$ cat config.mk
export PLATFORM = sky130hd
export DESIGN_NAME = display_tx_pacer
export DESIGN_NICKNAME = d
export VERILOG_FILES = /design/src/rtl/display_tx_pacer.sv
export SDC_FILE = /design/constraint.sdc
export NUM_CORES = 1
export LEC_CHECK = 0
export ABC_CLOCK_PERIOD_IN_PS = 2800
export CORE_ASPECT_RATIO = 1.1
export CORE_MARGIN = 3
export CORE_UTILIZATION = 55
export CTS_BUF_LIST = sky130_fd_sc_hd__clkbuf_16
export DETAILED_ROUTE_END_ITERATION = 12
export PLACE_DENSITY = 0.74
export SETUP_SLACK_MARGIN = 0.05
export SLEW_MARGIN = 20
export SYNTH_ARGS = -nofsm -noshare
export SYNTH_HDL_FRONTEND = slang
export SYNTH_SLANG_ARGS = --single-unit
$ cat constraint.sdc
create_clock -name sys_clock -period 2.8 [get_ports sys_clock]
set_input_delay 0.42 -clock sys_clock [delete_from_list [all_inputs] [get_ports sys_clock]]
set_output_delay 0.42 -clock sys_clock [all_outputs]
set_load 0.01 [all_outputs]
$ cat src/rtl/display_tx_pacer.sv
// rtl/display_tx_pacer.sv - DSP character FIFO and display TX strobe pacer (optional TXPACE_THROTTLE_EN)
module display_tx_pacer #(
  parameter int DEPTH    = 16,
  parameter int PACE_DIV = 16667
) (
  input  logic                     sys_clock,
  input  logic                     reset_n,
  input  logic                     cpu_clken,
  input  logic                     cpu_wr,
  input  logic [7:0]               cpu_din,
  input  logic                     flush,
  output logic                     dsp_busy,
  output logic                     overflow,
  output logic [$clog2(DEPTH):0]   fifo_count,
  output logic                     disp_address,
  output logic                     disp_w_en,
  output logic [7:0]               disp_din
);

  localparam int AW = $clog2(DEPTH);

  localparam logic [1:0] ST_IDLE    = 2'd0;
  localparam logic [1:0] ST_ASSERT  = 2'd1;
  localparam logic [1:0] ST_RELEASE = 2'd2;
  localparam logic [1:0] ST_GAP     = 2'd3;

  localparam logic [AW:0]   CNT_ONE  = (AW+1)'(1);
  localparam logic [AW:0]   CNT_FULL = (AW+1)'(DEPTH);
  localparam logic [AW-1:0] PTR_ONE  = AW'(1);

  logic [7:0]    mem [DEPTH];
  logic [AW-1:0] wr_ptr;
  logic [AW-1:0] rd_ptr;
  logic [AW:0]   count_next;
  logic [1:0]    state;
  logic          tick_cnt;
  logic          push;
  logic          pop;
  logic          wr_drop;

`ifdef TXPACE_THROTTLE_EN
  localparam int PW = $clog2(PACE_DIV + 1);
  localparam logic [PW-1:0] PACE_LAST = PW'(PACE_DIV - 1);
  localparam logic [PW-1:0] PACE_ONE  = PW'(1);
  logic [PW-1:0] pace_cnt;
`endif

  // flush wins over a same-cycle push; pops only start from IDLE
  assign push    = cpu_clken & cpu_wr & ~dsp_busy & ~flush;
  assign wr_drop = cpu_clken & cpu_wr & dsp_busy;
  assign pop     = (state == ST_IDLE) && (fifo_count != '0) && !flush;

  // next occupancy: simultaneous push and pop cancel out
  always_comb begin
    count_next = fifo_count;
    if (push && !pop)
      count_next = fifo_count + CNT_ONE;
    else if (pop && !push)
      count_next = fifo_count - CNT_ONE;
  end

  // FIFO storage; no reset needed, entries are only read once counted
  always_ff @(posedge sys_clock) begin
    if (push)
      mem[wr_ptr] <= cpu_din;
  end

  // pointers, occupancy, busy and sticky overflow
  always_ff @(posedge sys_clock or negedge reset_n) begin
    if (!reset_n) begin
      wr_ptr     <= '0;
      rd_ptr     <= '0;
      fifo_count <= '0;
      dsp_busy   <= 1'b0;
      overflow   <= 1'b0;
    end else begin
      if (wr_drop)
        overflow <= 1'b1;
      if (flush) begin
        wr_ptr     <= '0;
        rd_ptr     <= '0;
        fifo_count <= '0;
        dsp_busy   <= 1'b0;
      end else begin
        if (push)
          wr_ptr <= wr_ptr + PTR_ONE;
        if (pop)
          rd_ptr <= rd_ptr + PTR_ONE;
        fifo_count <= count_next;
        dsp_busy   <= (count_next == CNT_FULL);
      end
    end
  end

  // delivery FSM driving the display hold/release strobe
  always_ff @(posedge sys_clock or negedge reset_n) begin
    if (!reset_n) begin
      state        <= ST_IDLE;
      tick_cnt     <= 1'b0;
      disp_w_en    <= 1'b0;
      disp_address <= 1'b1;
      disp_din     <= 8'h00;
`ifdef TXPACE_THROTTLE_EN
      pace_cnt     <= '0;
`endif
    end else if (flush) begin
      state        <= ST_IDLE;
      tick_cnt     <= 1'b0;
      disp_w_en    <= 1'b0;
      disp_address <= 1'b1;
`ifdef TXPACE_THROTTLE_EN
      pace_cnt     <= '0;
`endif
    end else begin
      case (state)
        ST_IDLE: begin
          if (pop) begin
            disp_din     <= mem[rd_ptr];
            disp_w_en    <= 1'b1;
            disp_address <= 1'b0;
            state        <= ST_ASSERT;
          end
        end
        ST_ASSERT: begin
          if (cpu_clken) begin
            if (tick_cnt) begin
              tick_cnt  <= 1'b0;
              disp_w_en <= 1'b0;
              state     <= ST_RELEASE;
            end else begin
              tick_cnt <= 1'b1;
            end
          end
        end
        ST_RELEASE: begin
          if (cpu_clken) begin
            if (tick_cnt) begin
              tick_cnt     <= 1'b0;
              disp_address <= 1'b1;
              state        <= ST_GAP;
            end else begin
              tick_cnt <= 1'b1;
            end
          end
        end
        ST_GAP: begin
`ifdef TXPACE_THROTTLE_EN
          if (cpu_clken) begin
            if (pace_cnt == PACE_LAST) begin
              pace_cnt <= '0;
              state    <= ST_IDLE;
            end else begin
              pace_cnt <= pace_cnt + PACE_ONE;
            end
          end
`else
          state <= ST_IDLE;
`endif
        end
        default: state <= ST_IDLE;
      endcase
    end
  end

endmodule

### Word-level counts from Yosys, hierarchy flattened

Memories as Yosys holds them, arrays and structs flattened. A register that Yosys moved wholly into a read port is not among the register bits.
Index checks and enable logic that the tools add are counted.
Widths: inputs -> output; s select.

| operators by class | value |
|---|---|
| reduce and logical (&&, ||, !) cells | 22 |
| mux-type cells | 31 |
| add/subtract/negate cells | 4 |
| bitwise operators | 6 |
| eq/ne operators | 9 |

Operators by type and width:

| cell | number |
|---|---|
| $mux 4 | 4 |
| $mux 1 | 15 |
| $mux 5 | 3 |
| $ne 3x3->1 const B | 5 |
| $mux 2 | 6 |
| $add 4x1->4 const B | 2 |
| $pmux 2 s4 | 1 |
| $reduce_and 4->1 | 2 |
| $reduce_bool 2->1 | 4 |
| $reduce_bool 3->1 | 2 |
| $add 5x1->5 const B | 1 |
| $eq 5x5->1 const B | 1 |
| $reduce_and 5->1 | 1 |
| $reduce_bool 5->1 | 1 |
| $sub 5x1->5 const B | 1 |
| $and 1x1->1 | 4 |
| $eq 2x2->1 const B | 2 |
| $logic_and 1x1->1 | 4 |
| $logic_not 1->1 | 4 |
| $pmux 1 s2 | 2 |
| $reduce_and 3->1 | 1 |
| $eq 2x1->1 const B | 1 |
| $logic_not 2->1 | 1 |
| $not 1->1 | 2 |
| 2 further kinds | 2 |

| storage, ports and cells | value |
|---|---|
| bits in writable memories | 128 |
| word-level logic and storage cells | 82 |
| bits in registers | 20 |
| output and inout port bits | 17 |
| memories kept | 1 |
| input port bits | 13 |

Memories:

| memory | words | bits a word | read ports | clocked after Yosys merged registers in | write ports | RTL line | source |
|---|---|---|---|---|---|---|---|
| mem | 16 | 8 | 1 | 1 | 1 | 31 | `logic [7:0] mem [DEPTH];` |

### Logic depth before layout (Yosys ltp)

Gate-level depths: netlist (run 1).

| logic depth | value |
|---|---|
| word-level depth | 9 |
| gate-level depth with buffers | 8 |
| mapped depth without buffers | 7 |

### Least setup slack after synthesis (run 1)

OpenSTA, ideal clock, no wires.

| timing path | value |
|---|---|
| kind | register -> register |
| from | reg fifo_count[0] |
| to | reg dsp_busy |
| cell stages (with the launch flop) | 9 |
| setup slack | 0.764 ns |
| arrival | 1.940 ns |
| clock period less this slack | 2.036 ns |
| setup time | 0.096 ns |
| data required time | 2.704 ns |
| buffers on the path | 1 |
| cell sequence | dfrtp_1 inv_1 ha_1 or4b_1 buf_6 a211oi_2 a31oi_1 xnor2_1 nor4_2 |

| between the ends | value |
|---|---|
| longest elaborated chain between the ends | 8 |
| elaborated cells on any way between the ends | 12 |
| classes of those cells | 2 x add/sub; 1 x eq/ne; 3 x mux; 6 x reduce/logical |

Ends and longest elaborated chain:

| item | RTL line | source |
|---|---|---|
| from (decl) | 14 | `output logic [$clog2(DEPTH):0] fifo_count,` |
| from (signal assigned) | 89 | `fifo_count <= count_next;` |
| parallel branches: the longest is 5 deep, another holds $sub 5x1->5 | - |  |
| $mux 5 * | 56 | `if (push && !pop)` |
| $eq 5x5->1 * | 90 | `dsp_busy <= (count_next == CNT_FULL);` |
| $mux 1 * | 79 | `if (flush) begin` |
| to (signal assigned) | 90 |  |
| to (decl) | 12 | `output logic dsp_busy,` |

Mark *: on every way between the ends.
A chain may end at the register's enable or synchronous reset.

### Final worst setup path (run 1)

Same ends and word-level chain as after synthesis.

==> results.yml, run 1 <==
worst_setup_path:
  path_max_fanout: 6
  arrival_ps: 2610
  critPathSlowestCell: "or4b_1"
  required_ps: 3120
  worstSetupStartpointType: "flop"
  criticalPathCategory: "reg -> reg"
  cpPeakStageDelay_ps: 650
  worst_setup_path_end_kind: "flop"
  cp_cell_sequence: "inv_1 -> ha_1 -> or4b_1 -> a211oi_2 -> a31oi_1 -> xnor2_1 -> nor4_2"
  regToRegSetupSlack_ps: 510
clock_network:
  cts_tree: "yes"
  ctsHtreeMaxLevel: 4
  clk_pin_slew_ps: 60
  root_buffer: "clkbuf_16"
  hold_buffers: 0
  cts_made_buffers: 17
  clkSinkCount: 156
  cts_resized: 0
  postCtsSetupBuffers: 0
  worstSkewPairLatency_ps: 410
  clockBufferDepth: 2
cells_and_area:
  mostFrequentLayoutCells: "edfxtp_1 (128), mux4_2 (32), clkdlybuf4s50_1 (29), dfrtp_1 (26), nor2_1 (23)"
  area_growth_pct: 16.8
  drive_above_1_share: 0.210
  mostFrequentLayoutCell: "edfxtp_1"
  diodes: 0
  post-route-util: 0.660
  fin_nets: 445
sta:
  max_freq_mhz: 437
  slew_violations: 0
  finClkSkew_ps: 8.04
  setup_tns_ps: 0
  grt_setup_unrepaired: "false"
  fin_crit_ps: 2290
  timing.slew.headroom: 0.419
  min_period_over_period: 0.817
  setup_viol_count_final: 0
  hold_viol_final: 0
  max_slew.worst_pin.slew_ps: 872
detailed_routing:
  drc: 0
  firstDrtPassIters: 5
  drt-initial-drc-count: 304
  ant_nets: 0
  vias: 3397
  via_per_inst: 5.82
  routed_wl_microns: 12500
  wl_per_cell_microns: 21.4
floorplanning:
  core-area_sq_um: 11500
  io_pins: 30
  start_util: 0.565
  die-area_sq_um: 13200
  fp.dieW_microns: 110
  rows: 41
  die_height_microns: 120
pwr:
  leakagePower_nw: 2.57
  ir_drop_uv: 500
  combPwrFrac: 0.193
  clkPwrFrac: 0.353
  power_switching_w: 0.00163
  power_density_nw_per_um2: 806
  sequentialPowerShare: 0.454
  swShare: 0.266
  p_int_w: 0.00449
logic_synthesis:
  synth_flop_cell: "edfxtp_1"
  ys_ff_latch: 156
  syn-num-nets: 397
  synth_cells: 373
  synth.cell_area_sq_um: 6490
  yosysUniqueCellTypes: 46
  yosys_warnings: 0
  synth.avg_cell_area_sq_um: 17.4
  seq_area_frac_synth: 0.700
  synth_edf_count: 128
  postSynth.asyncResetShare: 0.179
worst_hold_path:
  hold_class: "in -> async"
global_routing:
  grt_usage: 0.211
  grt_pass1_vias: 3588
  grt_overflow: 0
  grt_max_degree: 35
  grt_first_pass_wirelength_microns: 19900
  antenna_found_initial: 0
placed_design:
  io_buffers: 29
  hpwl_microns: 7980
  gp_congestion: 0.835
flow_run:
  max_cap_viol_count: 0
run_status:
  outcome: "finished clean"
[area by class of cell]
class / count / area (sq um)
sequential: 156 / 4550
clock inverter: 15 / 134
inverter: 13 / 48.8
tap: 150 / 188
multi-input combinational: 186 / 1810
timing repair buffer: 47 / 438
clock buffer: 17 / 425
fill: 778 / 3900
[cell usage after synthesis (2+ instances only)]
library cell | instances | share of area
edfxtp_1 | 128 | 0.59
mux4_2 | 32 | 0.11
dfrtp_1 | 27 | 0.10
nor2_1 | 23 | 0.013
mux2i_1 | 17 | 0.026
a21oi_1 | 14 | 0.011
nand2_1 | 14 | 0.0081
o21ai_0 | 13 | 0.010
and2_1 | 12 | 0.012
inv_1 | 12 | 0.0069
ha_1 | 11 | 0.021
clkbuf_1 | 7 | 0.0040
buf_2 | 6 | 0.0046
xor2_1 | 6 | 0.0081
nand3_1 | 5 | 0.0039
nor3_1 | 4 | 0.0031
nand4_1 | 3 | 0.0029
nor4_1 | 3 | 0.0029
xnor2_1 | 3 | 0.0040
a211o_1 | 2 | 0.0027
a31oi_1 | 2 | 0.0019
buf_1 | 2 | 0.0012
buf_6 | 2 | 0.0035
nor4b_1 | 2 | 0.0027
o41ai_1 | 2 | 0.0027
[registers in the layout (all words and copies together), names as in the netlist]
signal / cells
dsp_busy: 1
disp_din: 8
disp_address: 1
disp_w_en: 1
state: 2
wr_ptr: 4
fifo_count: 5
overflow: 1
tick_cnt: 1
mem: 128
rd_ptr: 4
[per-layer routing]
| metal | routed length [microns] | vias to the layer above | GRT usage |
|---|---|---|---|
| li1 | - | 1556 | - |
| met2 | 6570 | 76 | 0.344 |
| met5 | 0 | - | 0 |
| met4 | 114 | 0 | 0.0639 |
| met1 | 5240 | 1758 | 0.277 |
| met3 | 578 | 7 | 0.0576 |
[worst max-delay path, delay by kind of cell, from the launching register on]
kind                     cells  cell delay (ps)
XOR/XNOR                     1              180
flip-flops                   1              450
AO/OA/AOI/OAI                2              350
adder cells (fa/ha/maj)      1              200
buffers and inverters        1              110
AND/OR/NAND/NOR              2              890
[path summary, 6_finish.rpt]
| path | from | endpoint | depth (start not counted) |
|---|---|---|---|
| setup reg to reg | fifo_count[0]$_DFF_PN0_ | dsp_busy$_DFF_PN0_ | 7 |
| max in group asynchronous | reset_n | disp_address$_DFFE_PN1P_ | 2 |
| min in group sys_clock | overflow$_DFFE_PN0P_ | overflow$_DFFE_PN0P_ | 1 |
| hold / removal | reset_n | wr_ptr[0]$_DFFE_PN0P_ | 2 |
| setup / recovery | fifo_count[0]$_DFF_PN0_ | dsp_busy$_DFF_PN0_ | 7 |
| hold reg to reg | overflow$_DFFE_PN0P_ | overflow$_DFFE_PN0P_ | 1 |
[cells by family (layout without fill, tap and decap cells)]
| family | after synthesis | in the layout | share of synthesized area |
|---|---|---|---|
| xor+xnor | 9 | 9 | 0.0121 |
| compound gates | 42 | 42 | 0.0443 |
| flops | 156 | 156 | 0.700 |
| mux | 49 | 49 | 0.137 |
| simple gates | 75 | 75 | 0.0634 |
| fa+ha+maj | 11 | 11 | 0.0212 |
| buf+inv | 31 | 92 | 0.0220 |
[metrics by stage]
step                worst slack, ps  power [W]  cells  area [sq um]  hold WS [ps]
finish                          512    0.00612    584          7590           409
global route                    283    0.00639    584          7590           435
CTS                             523    0.00616    584          7590           412
detailed placement              238    0.00400    552          7030           469
global placement                264    0.00398    552          7030           449
floorplan                       764    0.00361    373          6490           124
[power by group through the flow]
| stage | registers [W] | logic [W] | clock network, W |
|---|---|---|---|
| 2_1_floorplan | 0.00280 | 0.000809 | 0 |
| 3_3_place_gp | 0.00282 | 0.00116 | 0 |
| 3_5_place_dp | 0.00283 | 0.00118 | 0 |
| 4_1_cts | 0.00278 | 0.00119 | 0.00219 |
| 5_1_grt | 0.00280 | 0.00131 | 0.00229 |
| 6_report | 0.00278 | 0.00118 | 0.00216 |
Power figures use the tool's default switching activity.
==> run 2, diff against run 1 <==
--- a/config.mk
+++ b/config.mk
@@ -5,7 +5,7 @@
 export SDC_FILE = /design/constraint.sdc
 export NUM_CORES = 1
 export LEC_CHECK = 0
-export ABC_CLOCK_PERIOD_IN_PS = 2800
+export ABC_CLOCK_PERIOD_IN_PS = 2150
 export CORE_ASPECT_RATIO = 1.1
 export CORE_MARGIN = 3
 export CORE_UTILIZATION = 55
==> constraint.sdc (replaced) <==
create_clock -name sys_clock -period 2.15 [get_ports sys_clock]
set_input_delay 0.3225 -clock sys_clock [delete_from_list [all_inputs] [get_ports sys_clock]]
set_output_delay 0.3225 -clock sys_clock [all_outputs]
set_load 0.01 [all_outputs]
==> run 2 against run 1 <==
Combinational power rose by 62%. Sequential share of layout area shrank 2.5 points. Count of clock-buffer cells in the layout unchanged. Sequential power rose by 29%. Worst setup slack worse by 360 ps. Final cell count up 4.3%. Largest power group unchanged.
==> results.yml, run 2 (synthesis results as in run 1) <==
sta:
  max_slew.worst_pin.slew_ps: 645
  max_freq_mhz: 500
  grt_setup_unrepaired: "false"
  setup_viol_count_final: 0
  timing.slew.headroom: 0.569
  fin_crit_ps: 2000
  setup_tns_ps: 0
  hold_viol_final: 0
  finClkSkew_ps: 9.76
  slew_violations: 0
  postLayoutSetupSlackWorst_ps: 149
  min_period_over_period: 0.931
clock_network:
  cts_tree: "yes"
  root_buffer: "clkbuf_16"
  hold_buffers: 0
  clkSinkCount: 156
  clk_pin_slew_ps: 60
  ctsHtreeMaxLevel: 4
  cts_made_buffers: 17
  worstSkewPairLatency_ps: 420
  clockBufferDepth: 2
placed_design:
  gp_congestion: 0.884
  placed_cells: 576
  post-place-ws_ps: 34.9
  io_buffers: 29
  place_area_sq_um: 7320
  hpwl_microns: 8680
worst_setup_path:
  arrival_ps: 2290
  path_max_fanout: 8
  r2r-start: "fifo_count[0]$_DFF_PN0_"
  required_ps: 2440
  criticalPathCategory: "reg -> reg"
  crit_start: "fifo_count[0]$_DFF_PN0_"
  worst_setup_path_end_kind: "flop"
  worstSetupStartpointType: "flop"
cells_and_area:
  diodes: 0
  regMostFlops: "mem"
  final_cells: 609
  fill_cells: 745
  mostFrequentLayoutCells: "edfxtp_1 (128), mux4_2 (32), buf_4 (32), clkdlybuf4s50_1 (29), dfrtp_1 (26)"
  mostFrequentLayoutCell: "edfxtp_1"
  drive_above_1_share: 0.272
  largest_register_ffs: 128
  fin_area_sq_um: 7920
  area_growth_pct: 21.9
  fin_nets: 470
  reg.largest.list: "mem x128, disp_din x8, fifo_count x5"
floorplanning:
  core-area_sq_um: 11500
  rows: 41
  io_pins: 30
  die-area_sq_um: 13200
  start_util: 0.565
  die_height_microns: 120
  fp.dieW_microns: 110
worst_hold_path:
  hold_class: "in -> async"
detailed_routing:
  routed_wl_microns: 13400
  via_per_inst: 5.84
  ant_nets: 0
  vias: 3556
  wl_per_cell_microns: 21.9
  drc: 0
  drt-initial-drc-count: 355
  firstDrtPassIters: 4
global_routing:
  antenna_found_initial: 0
  grt_overflow: 0
  grt_usage: 0.224
  grt_max_degree: 35
  grt_pass1_vias: 3720
  grt_first_pass_wirelength_microns: 21300
pwr:
  power_density_nw_per_um2: 1040
  leakagePower_nw: 2.72
  ir_drop_uv: 696
flow_run:
  max_cap_viol_count: 0
run_status:
  outcome: "finished clean"
## run 2: timing repair
item                       CTS  global route
resized for setup            1            10
pin swaps                    0             5
setup endpoints to repair    1            10
setup buffers                0             1
## run 2: cell type report
cell class                 count  area, sq um  area share
timing repair buffer          72          742      0.0937
multi-input combinational    186         1840       0.232
sequential                   156         4550       0.575
tap                          150          188      0.0237
clock inverter                15          125      0.0158
inverter                      13         48.8     0.00616
clock buffer                  17          425      0.0537
## run 2: final timing paths
kind / end / slack [ps] / depth (start not counted)
max in group asynchronous: disp_address$_DFFE_PN1P_ / 1530 / 2
min in group sys_clock: overflow$_DFFE_PN0P_ / 480 / 1
max: disp_din[5]$_DFFE_PN0P_ / 150 / 8
max reg2reg: disp_din[5]$_DFFE_PN0P_ / 150 / 8
min: dsp_busy$_DFF_PN0_ / 290 / 2
min reg2reg: overflow$_DFFE_PN0P_ / 480 / 1
## run 2: metal layers
metal | routed length, microns | share of wire | global-route usage | vias up
met4 | 261 | 0.020 | 0.0663 | 0
li1 | - | - | - | 1603
met3 | 869 | 0.065 | 0.0592 | 22
met2 | 7030 | 0.53 | 0.369 | 127
met5 | 0 | 0 | 0 | -
met1 | 5200 | 0.39 | 0.294 | 1804
## run 2: critical path, stage by stage, from the launching register on
cell and delay [ps]:
dfrtp_1 370, inv_1 130, ha_4 150, or4b_4 480, buf_6 160, nand4_1 280, nor2_1 100, a21oi_1 110
o21ai_0 90
## run 2: through the flow
| stage | total power (W) | utilization | hold slack, ps |
|---|---|---|---|
| finish | 0.00824 | 0.689 | 287 |
| global route | 0.00861 | 0.689 | 311 |
| CTS | 0.00816 | 0.685 | 297 |
| detailed placement | 0.00539 | 0.637 | 484 |
| global placement | 0.00534 | 0.637 | 455 |
| floorplan | 0.00470 | - | 26.9 |
## run 2: where the power goes
group	leakage [nW]	switching (W)	total, W	internal, W
Combinational	0.929	0.000937	0.00191	0.000969
Clock	0.270	0.00117	0.00275	0.00158
Sequential	1.52	0.000145	0.00358	0.00343
Total	2.72	0.00225	0.00824	0.00599
